### config.mk
export PLATFORM = sky130hd
export DESIGN_NAME = serial_link_tx_streamer
export DESIGN_NICKNAME = d
export VERILOG_FILES = /design/src/rtl/serial_link_tx_streamer_pkg.sv /design/src/rtl/serial_link_tx_streamer_fifo.sv /design/src/rtl/serial_link_tx_streamer.sv
export SDC_FILE = /design/constraint.sdc
export NUM_CORES = 1
export LEC_CHECK = 0
export BUFFER_PORTS_ARGS = -buffer_cell sky130_fd_sc_hd__buf_2
export CORE_MARGIN = 4
export CORE_UTILIZATION = 55
export DETAILED_ROUTE_END_ITERATION = 6
export MAX_ROUTING_LAYER = met4
export PLACE_DENSITY_LB_ADDON = 0.08
export REMOVE_ABC_BUFFERS = 1
export SYNTH_ARGS = -nofsm -noshare
export SYNTH_HDL_FRONTEND = slang
export SYNTH_SLANG_ARGS = --single-unit
### constraint.sdc
create_clock -name clk_i -period 13 [get_ports clk_i]
set_input_delay 0.65 -clock clk_i [delete_from_list [all_inputs] [get_ports clk_i]]
set_output_delay 0.65 -clock clk_i [all_outputs]
set_load 0.02 [all_outputs]
### src/rtl/serial_link_tx_streamer_pkg.sv
// rtl/serial_link_tx_streamer_pkg.sv - shared constants, FSM state and default bus structs for the TX streamer
package serial_link_tx_streamer_pkg;

  localparam int unsigned SL_ADDR_W = 32;
  localparam int unsigned SL_DATA_W = 32;

  localparam logic [1:0] REG_DATA     = 2'd0;
  localparam logic [1:0] REG_DST_ADDR = 2'd1;
  localparam logic [1:0] REG_STATUS   = 2'd2;
  localparam logic [1:0] REG_CTRL     = 2'd3;

  localparam int unsigned CTRL_ENABLE  = 0;
  localparam int unsigned CTRL_INCR    = 1;
  localparam int unsigned CTRL_ERR_CLR = 2;

  localparam int unsigned STATUS_CNT_LSB  = 0;
  localparam int unsigned STATUS_CNT_MSB  = 7;
  localparam int unsigned STATUS_OUT_LSB  = 8;
  localparam int unsigned STATUS_OUT_MSB  = 15;
  localparam int unsigned STATUS_ERR_LSB  = 16;
  localparam int unsigned STATUS_ERR_MSB  = 23;
  localparam int unsigned STATUS_BUSY_BIT = 24;

  localparam logic [1:0] AXI_RESP_OKAY  = 2'b00;
  localparam logic [1:0] AXI_BURST_INCR = 2'b01;

  typedef enum logic {IDLE, SEND} state_e;

  typedef struct packed {
    logic                 req;
    logic [SL_ADDR_W-1:0] addr;
    logic                 we;
    logic [3:0]           be;
    logic [SL_DATA_W-1:0] wdata;
  } sl_obi_req_t;

  typedef struct packed {
    logic                 gnt;
    logic                 rvalid;
    logic [SL_DATA_W-1:0] rdata;
  } sl_obi_resp_t;

  typedef struct packed {
    logic [3:0]           id;
    logic [SL_ADDR_W-1:0] addr;
    logic [7:0]           len;
    logic [2:0]           size;
    logic [1:0]           burst;
  } sl_axi_ax_t;

  typedef struct packed {
    logic [SL_DATA_W-1:0] data;
    logic [3:0]           strb;
    logic                 last;
  } sl_axi_w_t;

  typedef struct packed {
    logic [3:0] id;
    logic [1:0] resp;
  } sl_axi_b_t;

  typedef struct packed {
    logic [3:0]           id;
    logic [SL_DATA_W-1:0] data;
    logic [1:0]           resp;
    logic                 last;
  } sl_axi_r_t;

  typedef struct packed {
    sl_axi_ax_t aw;
    logic       aw_valid;
    sl_axi_w_t  w;
    logic       w_valid;
    logic       b_ready;
    sl_axi_ax_t ar;
    logic       ar_valid;
    logic       r_ready;
  } sl_axi_req_t;

  typedef struct packed {
    logic      aw_ready;
    logic      ar_ready;
    logic      w_ready;
    logic      b_valid;
    sl_axi_b_t b;
    logic      r_valid;
    sl_axi_r_t r;
  } sl_axi_rsp_t;

  function automatic logic [31:0] pack_status(input logic [7:0] cnt, input logic [7:0] outstanding,
                                              input logic [7:0] err_cnt, input logic busy);
    logic [31:0] s;
    s = '0;
    s[STATUS_CNT_MSB:STATUS_CNT_LSB] = cnt;
    s[STATUS_OUT_MSB:STATUS_OUT_LSB] = outstanding;
    s[STATUS_ERR_MSB:STATUS_ERR_LSB] = err_cnt;
    s[STATUS_BUSY_BIT]               = busy;
    return s;
  endfunction

endpackage

### src/rtl/serial_link_tx_streamer_fifo.sv
// rtl/serial_link_tx_streamer_fifo.sv - registered-output TX FIFO (fifo_v3 behaviour, no fall-through)
module serial_link_tx_streamer_fifo #(
  parameter int unsigned Width = 36,
  parameter int unsigned Depth = 8,
  localparam int unsigned PtrWidth = (Depth > 1) ? $clog2(Depth) : 1,
  localparam int unsigned CntWidth = PtrWidth + 1
) (
  input  logic                clk_i,
  input  logic                rst_ni,
  input  logic                push,
  input  logic [Width-1:0]    wdata,
  input  logic                pop,
  output logic [Width-1:0]    rdata,
  output logic                full,
  output logic                empty,
  output logic [CntWidth-1:0] count
);

  logic [Width-1:0]    mem [Depth];
  logic [PtrWidth-1:0] rd_ptr;
  logic [PtrWidth-1:0] wr_ptr;
  logic [CntWidth-1:0] cnt;
  logic                do_push;
  logic                do_pop;

  assign full    = (cnt == CntWidth'(Depth));
  assign empty   = (cnt == '0);
  assign count   = cnt;
  assign do_push = push & ~full;
  assign do_pop  = pop & ~empty;
  assign rdata   = mem[rd_ptr];

  // Depth is a power of two, so the pointers wrap on their own.
  always_ff @(posedge clk_i or negedge rst_ni) begin
    if (!rst_ni) begin
      rd_ptr <= '0;
      wr_ptr <= '0;
      cnt    <= '0;
    end else begin
      if (do_push) wr_ptr <= wr_ptr + PtrWidth'(1);
      if (do_pop)  rd_ptr <= rd_ptr + PtrWidth'(1);
      if (do_push && !do_pop)      cnt <= cnt + CntWidth'(1);
      else if (!do_push && do_pop) cnt <= cnt - CntWidth'(1);
    end
  end

  always_ff @(posedge clk_i) begin
    if (do_push) mem[wr_ptr] <= wdata;
  end

endmodule

### src/rtl/serial_link_tx_streamer.sv
// rtl/serial_link_tx_streamer.sv - OBI register window that drains words as single-beat AXI4 writes
// Error counter and irq_error_o exist only when SL_TX_STREAMER_ERR_IRQ_EN is defined.
module serial_link_tx_streamer
  import serial_link_tx_streamer_pkg::*;
#(
  parameter int unsigned AddrWidth      = 32,
  parameter int unsigned DataWidth      = 32,
  parameter int unsigned FifoDepth      = 8,
  parameter int unsigned MaxOutstanding = 4,
  parameter type axi_req_t  = sl_axi_req_t,
  parameter type axi_rsp_t  = sl_axi_rsp_t,
  parameter type obi_req_t  = sl_obi_req_t,
  parameter type obi_resp_t = sl_obi_resp_t
) (
  input  logic      clk_i,
  input  logic      rst_ni,
  input  obi_req_t  obi_req_i,
  output obi_resp_t obi_rsp_o,
  output axi_req_t  axi_req_o,
  input  axi_rsp_t  axi_rsp_i,
  output logic      fifo_empty_o,
  output logic      fifo_full_o,
  output logic      busy_o,
  output logic      irq_error_o
);

  localparam int unsigned StrbWidth  = DataWidth / 8;
  localparam int unsigned EntryWidth = DataWidth + StrbWidth;
  localparam int unsigned CntWidth   = $clog2(FifoDepth) + 1;

  state_e                 state_q;
  logic                   enable_q;
  logic                   incr_q;
  logic [AddrWidth-1:0]   dst_addr_q;
  logic [AddrWidth-1:0]   aw_addr_q;
  logic                   dst_wr_pending_q;
  logic                   aw_valid_q;
  logic                   w_valid_q;
  logic                   aw_done_q;
  logic                   w_done_q;
  logic [7:0]             outstanding_q;
  logic [7:0]             err_cnt;
  logic                   irq_error;
  logic                   rvalid_q;
  logic [DataWidth-1:0]   rdata_q;
  logic [DataWidth-1:0]   rdata_d;

  logic [1:0]             reg_sel;
  logic                   data_wr;
  logic                   gnt;
  logic                   acc_wr;
  logic                   ctrl_wr;
  logic                   dst_wr;
  logic                   aw_hs;
  logic                   w_hs;
  logic                   b_hs;
  logic                   issue_done;
  logic                   can_issue;
  logic                   busy;

  logic                   fifo_full;
  logic                   fifo_empty;
  logic [EntryWidth-1:0]  fifo_rdata;
  logic [CntWidth-1:0]    fifo_cnt;

  assign reg_sel = obi_req_i.addr[3:2];
  assign data_wr = obi_req_i.req & obi_req_i.we & (reg_sel == REG_DATA);
  // A full FIFO stalls DATA writes even if a pop happens this cycle.
  assign gnt     = obi_req_i.req & ~(data_wr & fifo_full);
  assign acc_wr  = gnt & obi_req_i.we;
  assign ctrl_wr = acc_wr & (reg_sel == REG_CTRL);
  assign dst_wr  = acc_wr & (reg_sel == REG_DST_ADDR);

  assign aw_hs      = aw_valid_q & axi_rsp_i.aw_ready;
  assign w_hs       = w_valid_q & axi_rsp_i.w_ready;
  assign b_hs       = axi_rsp_i.b_valid;
  assign issue_done = (state_q == SEND) & (aw_done_q | aw_hs) & (w_done_q | w_hs);
  assign can_issue  = (state_q == IDLE) & enable_q & ~fifo_empty
                      & (outstanding_q < 8'(MaxOutstanding));
  assign busy       = ~fifo_empty | (state_q == SEND) | (outstanding_q != '0);

  serial_link_tx_streamer_fifo #(
    .Width (EntryWidth),
    .Depth (FifoDepth)
  ) i_tx_fifo (
    .clk_i  (clk_i),
    .rst_ni (rst_ni),
    .push   (data_wr & ~fifo_full),
    .wdata  ({obi_req_i.wdata[DataWidth-1:0], obi_req_i.be[StrbWidth-1:0]}),
    .pop    (issue_done),
    .rdata  (fifo_rdata),
    .full   (fifo_full),
    .empty  (fifo_empty),
    .count  (fifo_cnt)
  );

  always_ff @(posedge clk_i or negedge rst_ni) begin
    if (!rst_ni) begin
      state_q    <= IDLE;
      aw_valid_q <= 1'b0;
      w_valid_q  <= 1'b0;
      aw_done_q  <= 1'b0;
      w_done_q   <= 1'b0;
      aw_addr_q  <= '0;
    end else begin
      case (state_q)
        IDLE: begin
          if (can_issue) begin
            state_q    <= SEND;
            aw_valid_q <= 1'b1;
            w_valid_q  <= 1'b1;
            aw_done_q  <= 1'b0;
            w_done_q   <= 1'b0;
            aw_addr_q  <= dst_addr_q;
          end
        end
        SEND: begin
          if (aw_hs) begin
            aw_valid_q <= 1'b0;
            aw_done_q  <= 1'b1;
          end
          if (w_hs) begin
            w_valid_q <= 1'b0;
            w_done_q  <= 1'b1;
          end
          if (issue_done) state_q <= IDLE;
        end
        default: state_q <= IDLE;
      endcase
    end
  end

  // Software writing DST_ADDR while a beat is in flight wins over the auto-increment.
  always_ff @(posedge clk_i or negedge rst_ni) begin
    if (!rst_ni) begin
      enable_q         <= 1'b0;
      incr_q           <= 1'b0;
      dst_addr_q       <= '0;
      dst_wr_pending_q <= 1'b0;
    end else begin
      if (ctrl_wr) begin
        enable_q <= obi_req_i.wdata[CTRL_ENABLE];
        incr_q   <= obi_req_i.wdata[CTRL_INCR];
      end
      if (dst_wr) begin
        dst_addr_q <= obi_req_i.wdata[AddrWidth-1:0];
      end else if (issue_done && incr_q && !dst_wr_pending_q) begin
        dst_addr_q <= aw_addr_q + AddrWidth'(4);
      end
      if (can_issue)   dst_wr_pending_q <= dst_wr;
      else if (dst_wr) dst_wr_pending_q <= 1'b1;
    end
  end

  always_ff @(posedge clk_i or negedge rst_ni) begin
    if (!rst_ni) begin
      outstanding_q <= '0;
    end else begin
      if (issue_done && !b_hs) begin
        outstanding_q <= outstanding_q + 8'd1;
      end else if (!issue_done && b_hs && (outstanding_q != '0)) begin
        outstanding_q <= outstanding_q - 8'd1;
      end
    end
  end

`ifdef SL_TX_STREAMER_ERR_IRQ_EN
  logic b_err;
  logic err_clr;
  logic [7:0] err_cnt_q;
  logic       irq_error_q;

  assign b_err   = b_hs & (axi_rsp_i.b.resp != AXI_RESP_OKAY);
  assign err_clr = ctrl_wr & obi_req_i.wdata[CTRL_ERR_CLR];

  // An error arriving with the clear is kept rather than lost.
  always_ff @(posedge clk_i or negedge rst_ni) begin
    if (!rst_ni) begin
      err_cnt_q   <= '0;
      irq_error_q <= 1'b0;
    end else if (err_clr) begin
      err_cnt_q   <= {7'd0, b_err};
      irq_error_q <= b_err;
    end else if (b_err) begin
      if (err_cnt_q != 8'hFF) err_cnt_q <= err_cnt_q + 8'd1;
      irq_error_q <= 1'b1;
    end
  end

  assign err_cnt   = err_cnt_q;
  assign irq_error = irq_error_q;
`else
  assign err_cnt   = '0;
  assign irq_error = 1'b0;
`endif

  always_comb begin
    rdata_d = '0;
    case (reg_sel)
      REG_DATA:     rdata_d = '0;
      REG_DST_ADDR: rdata_d = DataWidth'(dst_addr_q);
      REG_STATUS:   rdata_d = DataWidth'(pack_status(8'(fifo_cnt), outstanding_q, err_cnt, busy));
      REG_CTRL:     rdata_d = DataWidth'({incr_q, enable_q});
      default:      rdata_d = '0;
    endcase
  end

  always_ff @(posedge clk_i or negedge rst_ni) begin
    if (!rst_ni) begin
      rvalid_q <= 1'b0;
      rdata_q  <= '0;
    end else begin
      rvalid_q <= gnt;
      rdata_q  <= (gnt && !obi_req_i.we) ? rdata_d : '0;
    end
  end

  always_comb begin
    obi_rsp_o        = '0;
    obi_rsp_o.gnt    = gnt;
    obi_rsp_o.rvalid = rvalid_q;
    obi_rsp_o.rdata  = rdata_q;
  end

  always_comb begin
    axi_req_o          = '0;
    axi_req_o.aw.id    = '0;
    axi_req_o.aw.addr  = aw_addr_q;
    axi_req_o.aw.len   = '0;
    axi_req_o.aw.size  = 3'd2;
    axi_req_o.aw.burst = AXI_BURST_INCR;
    axi_req_o.aw_valid = aw_valid_q;
    axi_req_o.w.data   = fifo_rdata[EntryWidth-1:StrbWidth];
    axi_req_o.w.strb   = fifo_rdata[StrbWidth-1:0];
    axi_req_o.w.last   = 1'b1;
    axi_req_o.w_valid  = w_valid_q;
    axi_req_o.b_ready  = 1'b1;
    axi_req_o.ar_valid = 1'b0;
    axi_req_o.r_ready  = 1'b1;
  end

  assign fifo_empty_o = fifo_empty;
  assign fifo_full_o  = fifo_full;
  assign busy_o       = busy;
  assign irq_error_o  = irq_error;

  logic unused_inputs;
  assign unused_inputs = ^{obi_req_i.addr[AddrWidth-1:4], obi_req_i.addr[1:0],
                           axi_rsp_i.ar_ready, axi_rsp_i.r_valid, axi_rsp_i.r,
                           axi_rsp_i.b.id, axi_rsp_i.b.resp};

endmodule

==> results of run 1 <==
[kinds of logic (layout without fill, tap and decap cells)]
group           count (synthesis)  count (layout)  synth area share [%]
flops                         411             411                  67.8
simple gates                  221             221                  6.45
mux                           152             152                  14.5
buf+inv                       137             258                  4.66
compound gates                112             112                  3.98
xor+xnor                       29              29                  1.47
fa+ha+maj                      14              14                  1.10
other cells                     2              71                0.0434
[critical path, cell delays in order, from the launching register on]
cell	delay [ns]
dfrtp_4	0.71
buf_4	0.88
mux4_2	0.62
mux2_2	0.32
buf_2	0.17
[cell type report]
| type | count | area (um2) |
|---|---|---|
| sequential | 411 | 11700 |
| multi-input combinational | 599 | 5090 |
| clock buffer | 49 | 1060 |
| fill | 2234 | 11200 |
| timing repair buffer | 172 | 916 |
| tap | 396 | 495 |
| clock inverter | 25 | 283 |
| inverter | 12 | 45.0 |
[final timing paths]
kind,depth (start not counted),start,slack [ns],end
worst max-delay path,4,i_tx_fifo.rd_ptr[0],9.10,axi_req_o[61]
worst min-delay path,1,rst_ni,0.24,aw_addr_q[19]
worst max register to register,6,i_tx_fifo.count[0],9.88,i_tx_fifo.mem[6][6]
worst min register to register,1,dst_addr_q[19],0.51,rdata_q[19]
max in group asynchronous,2,rst_ni,11.46,i_tx_fifo.rd_ptr[0]
min in group clk_i,2,obi_req_i[36],0.36,rvalid_q
[per-stage QoR]
step / setup slack, ns / hold slack [ns]
after floorplan: 7.71 / 0.354
after global placement: 9.53 / 0.491
after detailed placement: 9.55 / 0.489
after CTS: 8.96 / 0.269
after global routing: 8.81 / 0.305
final: 9.10 / 0.241
[report_power, final]
group	leakage [nW]	internal, mW	total (mW)	switching [mW]
Sequential	4.19	1.52	1.68	0.153
Combinational	2.64	0.394	0.841	0.446
Clock	0.640	0.684	1.17	0.484
[cells in the mapped netlist, drive strengths merged (7+ instances only)]
cell type  instances  area, um2
dfrtp            123       3080
o21ai             43        219
mux4              72       1620
a21o               7       52.6
clkbuf            35        131
xor2              14        123
or4                7       56.3
nor2              50        188
xnor2             15        131
buf               90        631
and3              16        100
ha                12        150
and2              20        125
nand4              8       50.1
a31oi              7       43.8
nor3              15       75.1
nor4               8       50.1
edfxtp           288       8650
a22oi             13       97.6
mux2              75        845
nand2             54        203
a21oi             20        100
nand3             22        123
inv               12       45.0
[sequential cells by signal, summed over array words and instances (netlist names), 3 cells and up]
| register | count |
|---|---|
| dst_addr_q | 32 |
| i_tx_fifo.rd_ptr | 3 |
| i_tx_fifo.wr_ptr | 3 |
| rdata_q | 32 |
| i_tx_fifo.count | 4 |
| aw_addr_q | 32 |
| outstanding_q | 8 |
| i_tx_fifo.mem | 288 |
[routing by layer]
metal / routed length [um] / GRT usage (%) / share of wire, % / up-vias
li1: - / - / - / 4276
met1: 16700 / 32.6 / 45 / 4843
met2: 17800 / 34.1 / 48 / 256
met3: 2020 / 3.71 / 5.5 / 37
met4: 487 / 3.58 / 1.3 / 0
met5: 0 / - / 0 / -
==> flow_summary.toml, run 1 <==
[run_status]
status = "completed"

[cells_and_area]
final_common_cell = "edfxtp_1"
finalNetCount = 1373
post-route-cell-area_um2 = 19600
utilization_pct = 63.6
stdcell_count = 1664
synthToLayoutAreaGrowth_pct = 13.4
layout-drive-gt1-share_pct = 31.5
layout_common_cells = "edfxtp_1 (288), buf_2 (150), dfrtp_1 (120)"
antennaDiodeCount = 0

[placed_design]
dpl_cell_area_um2 = 18300
dp_hpwl_mm = 22.5
dp.cells = 1590
place_congestion = 0.814
io_buffer_count = 151

[logic_synthesis]
yosys_warnings = 0
synth_cells = 1078
async_flop_share_pct = 29.9
avgSynthCellArea_um2 = 16.1
seq_area_frac_synth_pct = 67.8
synth_edf_count = 288
yosys_register_bits = 411
synth_cell_types = 52
ys_dominant_reg_cell = "edfxtp_1"
syn_area_um2 = 17300

[floorplan]
die_w_um = 185
io_pins = 300
dieArea_um2 = 34400
start_util_pct = 56.1
core_area_um2 = 30800
die_h_um = 185
rows = 64

[sta]
clock-skew-final_ns = 0.0174
slew_violations = 0
slew_headroom_pct = 27.1
tightest_slew_ns = 1.09
fin_crit_sh_pct = 30.0
fin_tns_setup_ns = 0
fmax_mhz = 257
hold_viol = 0
post-route-min-period_ns = 3.90
rsz0062_at_grt = "no"
setup_viol = 0

[clocking]
clkTransAtPathRegs_ns = 0.06
cts_made_buffers = 41
ctsHoldBuffers = 0
cts.sinks = 411
cts.path.max_buffers = 3
cts_setup_buffers = 0
cts_resized = 0
cts_root_buf = "clkbuf_16"
insertion_delay_ns = 0.53
htree_levels = 2
cts_tree = "yes"

[drt]
drcViolationCount = 0
drt_wl_total_mm = 36.9
post_drt_wl_per_cell_um = 22.2
ant_nets = 0
drt_iter0_markers = 671
vias = 9412
via_per_inst = 5.66
first_pass_iters = 5

[power]
power_mw = 3.68
p_leak_nw = 7.47
vdd_drop_max_v = 0.000110
power_density_nw_per_um2 = 188

[grt]
antenna_found_initial = 0
grt_max_degree = 75
grt_pass1_wl_mm = 56.6
grt_use_total_pct = 22.2
grt_overflow_total = 0
grt_pass1_vias = 9502

[worst_setup_path]
crit_path_end_kind = "primary output"
critPathArrivalTime_ns = 3.25
critPathKind = "flop to primary output"
startpoint_type = "flop"
worstPathRequired_ns = 12.35
cp_max_fo = 52

[flow_run]
maxCapViolCount = 0

[worst_hold_path]
hold_class = "primary input to async pin"
(Power assumes the default switching activity.)
==> run 2: changes to the inputs <==
--- a/config.mk
+++ b/config.mk
@@ -5,6 +5,7 @@
 export SDC_FILE = /design/constraint.sdc
 export NUM_CORES = 1
 export LEC_CHECK = 0
+export ABC_AREA = 1
 export BUFFER_PORTS_ARGS = -buffer_cell sky130_fd_sc_hd__buf_2
 export CORE_MARGIN = 4
 export CORE_UTILIZATION = 55
==> constraint.sdc (replaced) <==
create_clock -name clk_i -period 4 [get_ports clk_i]
set_input_delay 0.2 -clock clk_i [delete_from_list [all_inputs] [get_ports clk_i]]
set_output_delay 0.2 -clock clk_i [all_outputs]
set_load 0.02 [all_outputs]
==> flow_summary.toml, run 2 <==
[drt]
first_pass_iters = 7
post_drt_wl_per_cell_um = 18.3
vias = 12400
drcViolationCount = 0
ant_nets = 0
drt_wl_total_mm = 42.1
via_per_inst = 5.38
drt_iter0_markers = 945

[logic_synthesis]
seq_area_frac_synth_pct = 64.9
synth_edf_count = 288
yosysMostFrequentCell = "nand2_1"
synthSimpleGateAreaFrac_pct = 17.7
synth_cells = 1674
yosys_warnings = 0
synth_cell_types = 44
synth_top_family_by_area = "simple AND/OR/NAND/NOR gates"
synthAdderAreaFrac_pct = 1.05
synth-compound-area-share_pct = 7.45
synth_mux_area_share_pct = 0.727
synthTopCellsByCount = "nand2_1 (373), nor2_1 (299), edfxtp_1 (288)"
async_flop_share_pct = 29.9
ys_dominant_reg_cell = "edfxtp_1"
yosys.area_share.xor_xnor_pct = 1.16
avgSynthCellArea_um2 = 10.8
yosys-top-cells-area = "edfxtp_1 (48%), dfrtp_1 (17%), nand2_1 (7.8%), nor2_1 (6.2%), buf_4 (3.5%)"
yosys_register_bits = 411
syn_area_um2 = 18100
yosysTopAreaCellShare_pct = 47.9
synth_area_leader_cell = "edfxtp_1"

[clocking]
htree_levels = 2
cts_root_buf = "clkbuf_16"
cts_made_buffers = 42
clkTransAtPathRegs_ns = 0.06
cts.path.max_buffers = 3
insertion_delay_ns = 0.53
cts.sinks = 411
cts_tree = "yes"
cts_resized = 0

[placed_design]
place_ws_ns = 1.28
dpl_cell_area_um2 = 18800
place_congestion = 0.885
dp.cells = 2200
dp_hpwl_mm = 24.7
io_buffer_count = 151

[floorplan]
die_h_um = 189
start_util_pct = 55.6
die_w_um = 189
rows = 66
dieArea_um2 = 35800
core_area_um2 = 32500
io_pins = 300

[sta]
rsz0062_at_grt = "no"
clock-skew-final_ns = 0.0112
fmax_mhz = 307
slew_violations = 0
tightest_slew_ns = 1.12
fin_crit_sh_pct = 81.4
post-route-min-period_ns = 3.26
setup_viol = 0
hold_viol = 0
fin_ws_ns = 0.742
slew_headroom_pct = 25.6

[cells_and_area]
antennaDiodeCount = 0
layout-drive-gt1-share_pct = 14.9
final_common_cell = "nand2_1"
finalNetCount = 1967
stdcell_count = 2303
layout_common_cells = "nand2_1 (373), nor2_1 (293), edfxtp_1 (288)"
largest_reg_flops = 288
synthToLayoutAreaGrowth_pct = 13.4
post-route-cell-area_um2 = 20500
top_register = "i_tx_fifo.mem"

[worst_setup_path]
r2r-end = "i_tx_fifo.count[3]"
r2r_setup_slack_ns = 1.58
critPathArrivalTime_ns = 3.06
crit_path_end = "axi_req_o[67]"
crit_path_end_kind = "primary output"
critPathKind = "flop to primary output"
startpoint_type = "flop"
reg2regPathDepth = 13
cp_max_fo = 100
startpoint = "i_tx_fifo.rd_ptr[0]"
rr_startpoint = "i_tx_fifo.count[1]"
worstPathRequired_ns = 3.80

[grt]
antenna_found_initial = 0
grt_use_total_pct = 23.9
grt_pass1_vias = 11900
grt_max_degree = 146
grt_overflow_total = 0
grt_pass1_wl_mm = 65.5

[power]
power_density_nw_per_um2 = 681
vdd_drop_max_v = 0.000428
p_leak_nw = 8.39

[run_status]
status = "completed"

[worst_hold_path]
hold_class = "primary input to flop"

[flow_run]
maxCapViolCount = 0
[run 2: worst min-delay path by stage]
stage | cells past startpoint | slack (ns) | start | to
floorplan | 0 | -0.1 | rst_ni | aw_addr_q[0]
global placement | 1 | 0.40 | rst_ni | rdata_q[30]
detailed placement | 1 | 0.41 | rst_ni | rdata_q[30]
CTS | 1 | 0.0007 | obi_req_i[8] | i_tx_fifo.mem[3][12]
global route | 1 | 0.01 | obi_req_i[23] | i_tx_fifo.mem[5][27]
finish | 1 | 0.02 | obi_req_i[23] | i_tx_fifo.mem[5][27]
[run 2: worst max-delay path, cell delays in order, from the launching register on]
cell and delay [ns]:
dfrtp_4 0.75, buf_4 0.86, nor2_1 0.11, o32ai_1 0.34, nand2_1 0.08, nand2_1 0.16, buf_2 0.19
[run 2: per-layer routing]
metal | wire length [um] | up-vias | part of all wire [%] | track usage [%]
met5 | 0 | - | 0 | -
met2 | 19500 | 399 | 46 | 37.2
li1 | - | 5864 | - | -
met1 | 19200 | 6065 | 46 | 33.9
met4 | 844 | 0 | 2.0 | 5.80
met3 | 2580 | 65 | 6.1 | 3.52
[run 2: cells by family after synthesis]
logic type | count (synthesis)
AND/OR/NAND/NOR | 777
AO/OA/AOI/OAI | 212
other | 2
adder cells (fa/ha/maj) | 14
XOR/XNOR | 24
flip-flops | 411
multiplexers | 13
buffers and inverters | 221
[run 2: area by class of cell]
type                       instances  area, um2
clock buffer                      57       1150
clock inverter                    17        183
fill                            2630      12000
inverter                          69        269
multi-input combinational       1111       5400
sequential                       411      11700
tap                              442        553
timing repair buffer             196       1180
[run 2: stage by stage]
step / hold WS (ns) / total power [mW] / setup TNS (ns) / util (%)
CTS: 0.000746 / 14.0 / 0 / 63.1
detailed placement: 0.414 / 10.2 / 0 / 58.1
global route: 0.0122 / 14.8 / 0 / 63.1
floorplan: -0.0956 / 8.66 / -39.14 / -
finish: 0.0165 / 13.9 / 0 / 63.1
global placement: 0.403 / 10.1 / 0 / 58.1
[run 2: repair_timing]
| item | 4_1_cts | 5_1_grt |
|---|---|---|
| endpoints found under the hold margin | 259 | 0 |
| buffers inserted | 0 | 0 |
| hold buffers | 29 | 0 |
[run 2: report_power, final]
group	switching (mW)	internal [mW]	leakage (nW)
Clock	1.54	2.27	0.655
Sequential	0.623	5.03	4.15
Combinational	3.00	1.48	3.58
==> run 3: changes to the inputs <==
--- a/config.mk
+++ b/config.mk
@@ -8,7 +8,7 @@
 export ABC_AREA = 1
 export BUFFER_PORTS_ARGS = -buffer_cell sky130_fd_sc_hd__buf_2
 export CORE_MARGIN = 4
-export CORE_UTILIZATION = 55
+export CORE_UTILIZATION = 51
 export DETAILED_ROUTE_END_ITERATION = 6
 export MAX_ROUTING_LAYER = met4
 export PLACE_DENSITY_LB_ADDON = 0.08
==> constraint.sdc (replaced) <==
create_clock -name clk_i -period 2.72 [get_ports clk_i]
set_input_delay 0.136 -clock clk_i [delete_from_list [all_inputs] [get_ports clk_i]]
set_output_delay 0.136 -clock clk_i [all_outputs]
set_load 0.02 [all_outputs]
==> flow_summary.toml, run 3 (synthesis gave the netlist of run 2 again) <==
[run_status]
status = "completed"

[floorplan]
rows = 68
io_pins = 300
start_util_pct = 52.0
core_area_um2 = 34700
die_h_um = 196
die_w_um = 196
dieArea_um2 = 38500

[cells_and_area]
top_register = "i_tx_fifo.mem"
final_common_cell = "nand2_1"
layout-drive-gt1-share_pct = 15.6
utilization_pct = 60.3
antennaDiodeCount = 0
finalNetCount = 1999
largest_reg_flops = 288
synthToLayoutAreaGrowth_pct = 15.9
layout_common_cells = "nand2_1 (372), nor2_1 (293), edfxtp_1 (288)"

[grt]
grt_pass1_vias = 12300
antenna_found_initial = 1
grt_use_total_pct = 23.7
grt_pass1_wl_mm = 69.7
grt_max_degree = 146
grt_overflow_total = 0

[sta]
post-route-min-period_ns = 2.57
tightest_slew_ns = 0.797
slew_headroom_pct = 46.8
fin_ws_ns = 0.152
clock-skew-final_ns = 0.0219
rsz0062_at_grt = "no"
fin_tns_setup_ns = 0
slew_violations = 0
fmax_mhz = 389
hold_viol = 0
fin_crit_sh_pct = 94.4
setup_viol = 0

[worst_hold_path]
hold_start = "axi_rsp_i[46]"
hold_end = "outstanding_q[7]"
hold_depth = 5
hold_class = "primary input to flop"

[placed_design]
place_ws_ns = 0.311
io_buffer_count = 151
place_congestion = 0.896
dp_hpwl_mm = 27.7

[drt]
drcViolationCount = 0
ant_nets = 0
first_pass_iters = 6
drt_iter0_markers = 874
drt_wl_total_mm = 44.9
post_drt_wl_per_cell_um = 19.1
via_per_inst = 5.32
vias = 12500

[power]
p_leak_nw = 8.58
vdd_drop_max_v = 0.000741
power_mw = 20.9
power_density_nw_per_um2 = 1000

[worst_setup_path]
r2r-end = "i_tx_fifo.count[3]"
critPathArrivalTime_ns = 2.43
rr_startpoint = "i_tx_fifo.count[0]"
startpoint_type = "flop"
r2r_setup_slack_ns = 0.30
critPathKind = "flop to primary output"
reg2regPathDepth = 14
worstPathRequired_ns = 2.58
cp_max_fo = 145
crit_path_end_kind = "primary output"

[clocking]
cts_tree = "yes"
cts.sinks = 411
insertion_delay_ns = 0.55
htree_levels = 2
cts_root_buf = "clkbuf_16"
cts_made_buffers = 43
clkTransAtPathRegs_ns = 0.06
cts.path.max_buffers = 3

[flow_run]
maxCapViolCount = 0
## run 3: how the worst max path moves through the flow
| stage | slack [ns] | start | cells past startpoint | end |
|---|---|---|---|---|
| after CTS | 0.1 | i_tx_fifo.rd_ptr[1] | 6 | axi_req_o[68] |
| after global placement | 0.33 | i_tx_fifo.count[1] | 14 | i_tx_fifo.count[3] |
| after global routing | 0.02 | i_tx_fifo.count[1] | 14 | i_tx_fifo.count[3] |
| final | 0.15 | i_tx_fifo.rd_ptr[0] | 6 | axi_req_o[82] |
| after floorplan | -2.26 | i_tx_fifo.rd_ptr[0] | 5 | axi_req_o[54] |
| after detailed placement | 0.31 | i_tx_fifo.count[1] | 14 | i_tx_fifo.count[3] |
## run 3: worst max-delay path, cell delays in order (launching register included)
cell	delay (ns)
dfrtp_4	0.46
buf_16	0.39
nor2_1	0.11
o32ai_1	0.30
nand2_1	0.13
nand2_2	0.17
buf_2	0.19
## run 3: per-layer routing
layer  GRT usage (%)  wire length, um  vias up
li1                -                -     5939
met1            33.0            20300     6138
met2            36.7            20900      370
met3            4.14             2780       54
met4            5.87              851        0
met5               -                0        -
## run 3: layout make-up
class	instances	area, um2
tap	455	569
inverter	69	269
sequential	411	11700
clock buffer	64	1270
fill	2845	13800
timing repair buffer	227	1570
multi-input combinational	1111	5400
clock inverter	13	110
## run 3: power by group
part / total [mW] / switching (mW) / internal, mW / leakage, nW
Clock: 5.74 / 2.33 / 3.40 / 0.672
Sequential: 8.18 / 0.780 / 7.40 / 4.15
Combinational: 7.02 / 4.68 / 2.34 / 3.76
Total: 20.9 / 7.80 / 13.1 / 8.58
## run 3: per-stage QoR
stage | hold slack (ns) | area (um2) | std cells
6_report | 0.0277 | 20900 | 2350
5_1_grt | 0.0423 | 20900 | 2350
4_1_cts | 0.0112 | 20900 | 2349
3_5_place_dp | 0.187 | 19100 | 2229
3_3_place_gp | 0.191 | 19100 | 2229
2_1_floorplan | -0.160 | 17300 | 1591
## run 3: repair_timing
| item | in CTS | in global routing |
|---|---|---|
| hold endpoints to repair | 381 | 0 |
| hold buffers | 43 | 0 |
| endpoints found under the setup margin | 0 | 23 |
| setup buffers | 0 | 1 |
| gates resized for setup | 0 | 3 |
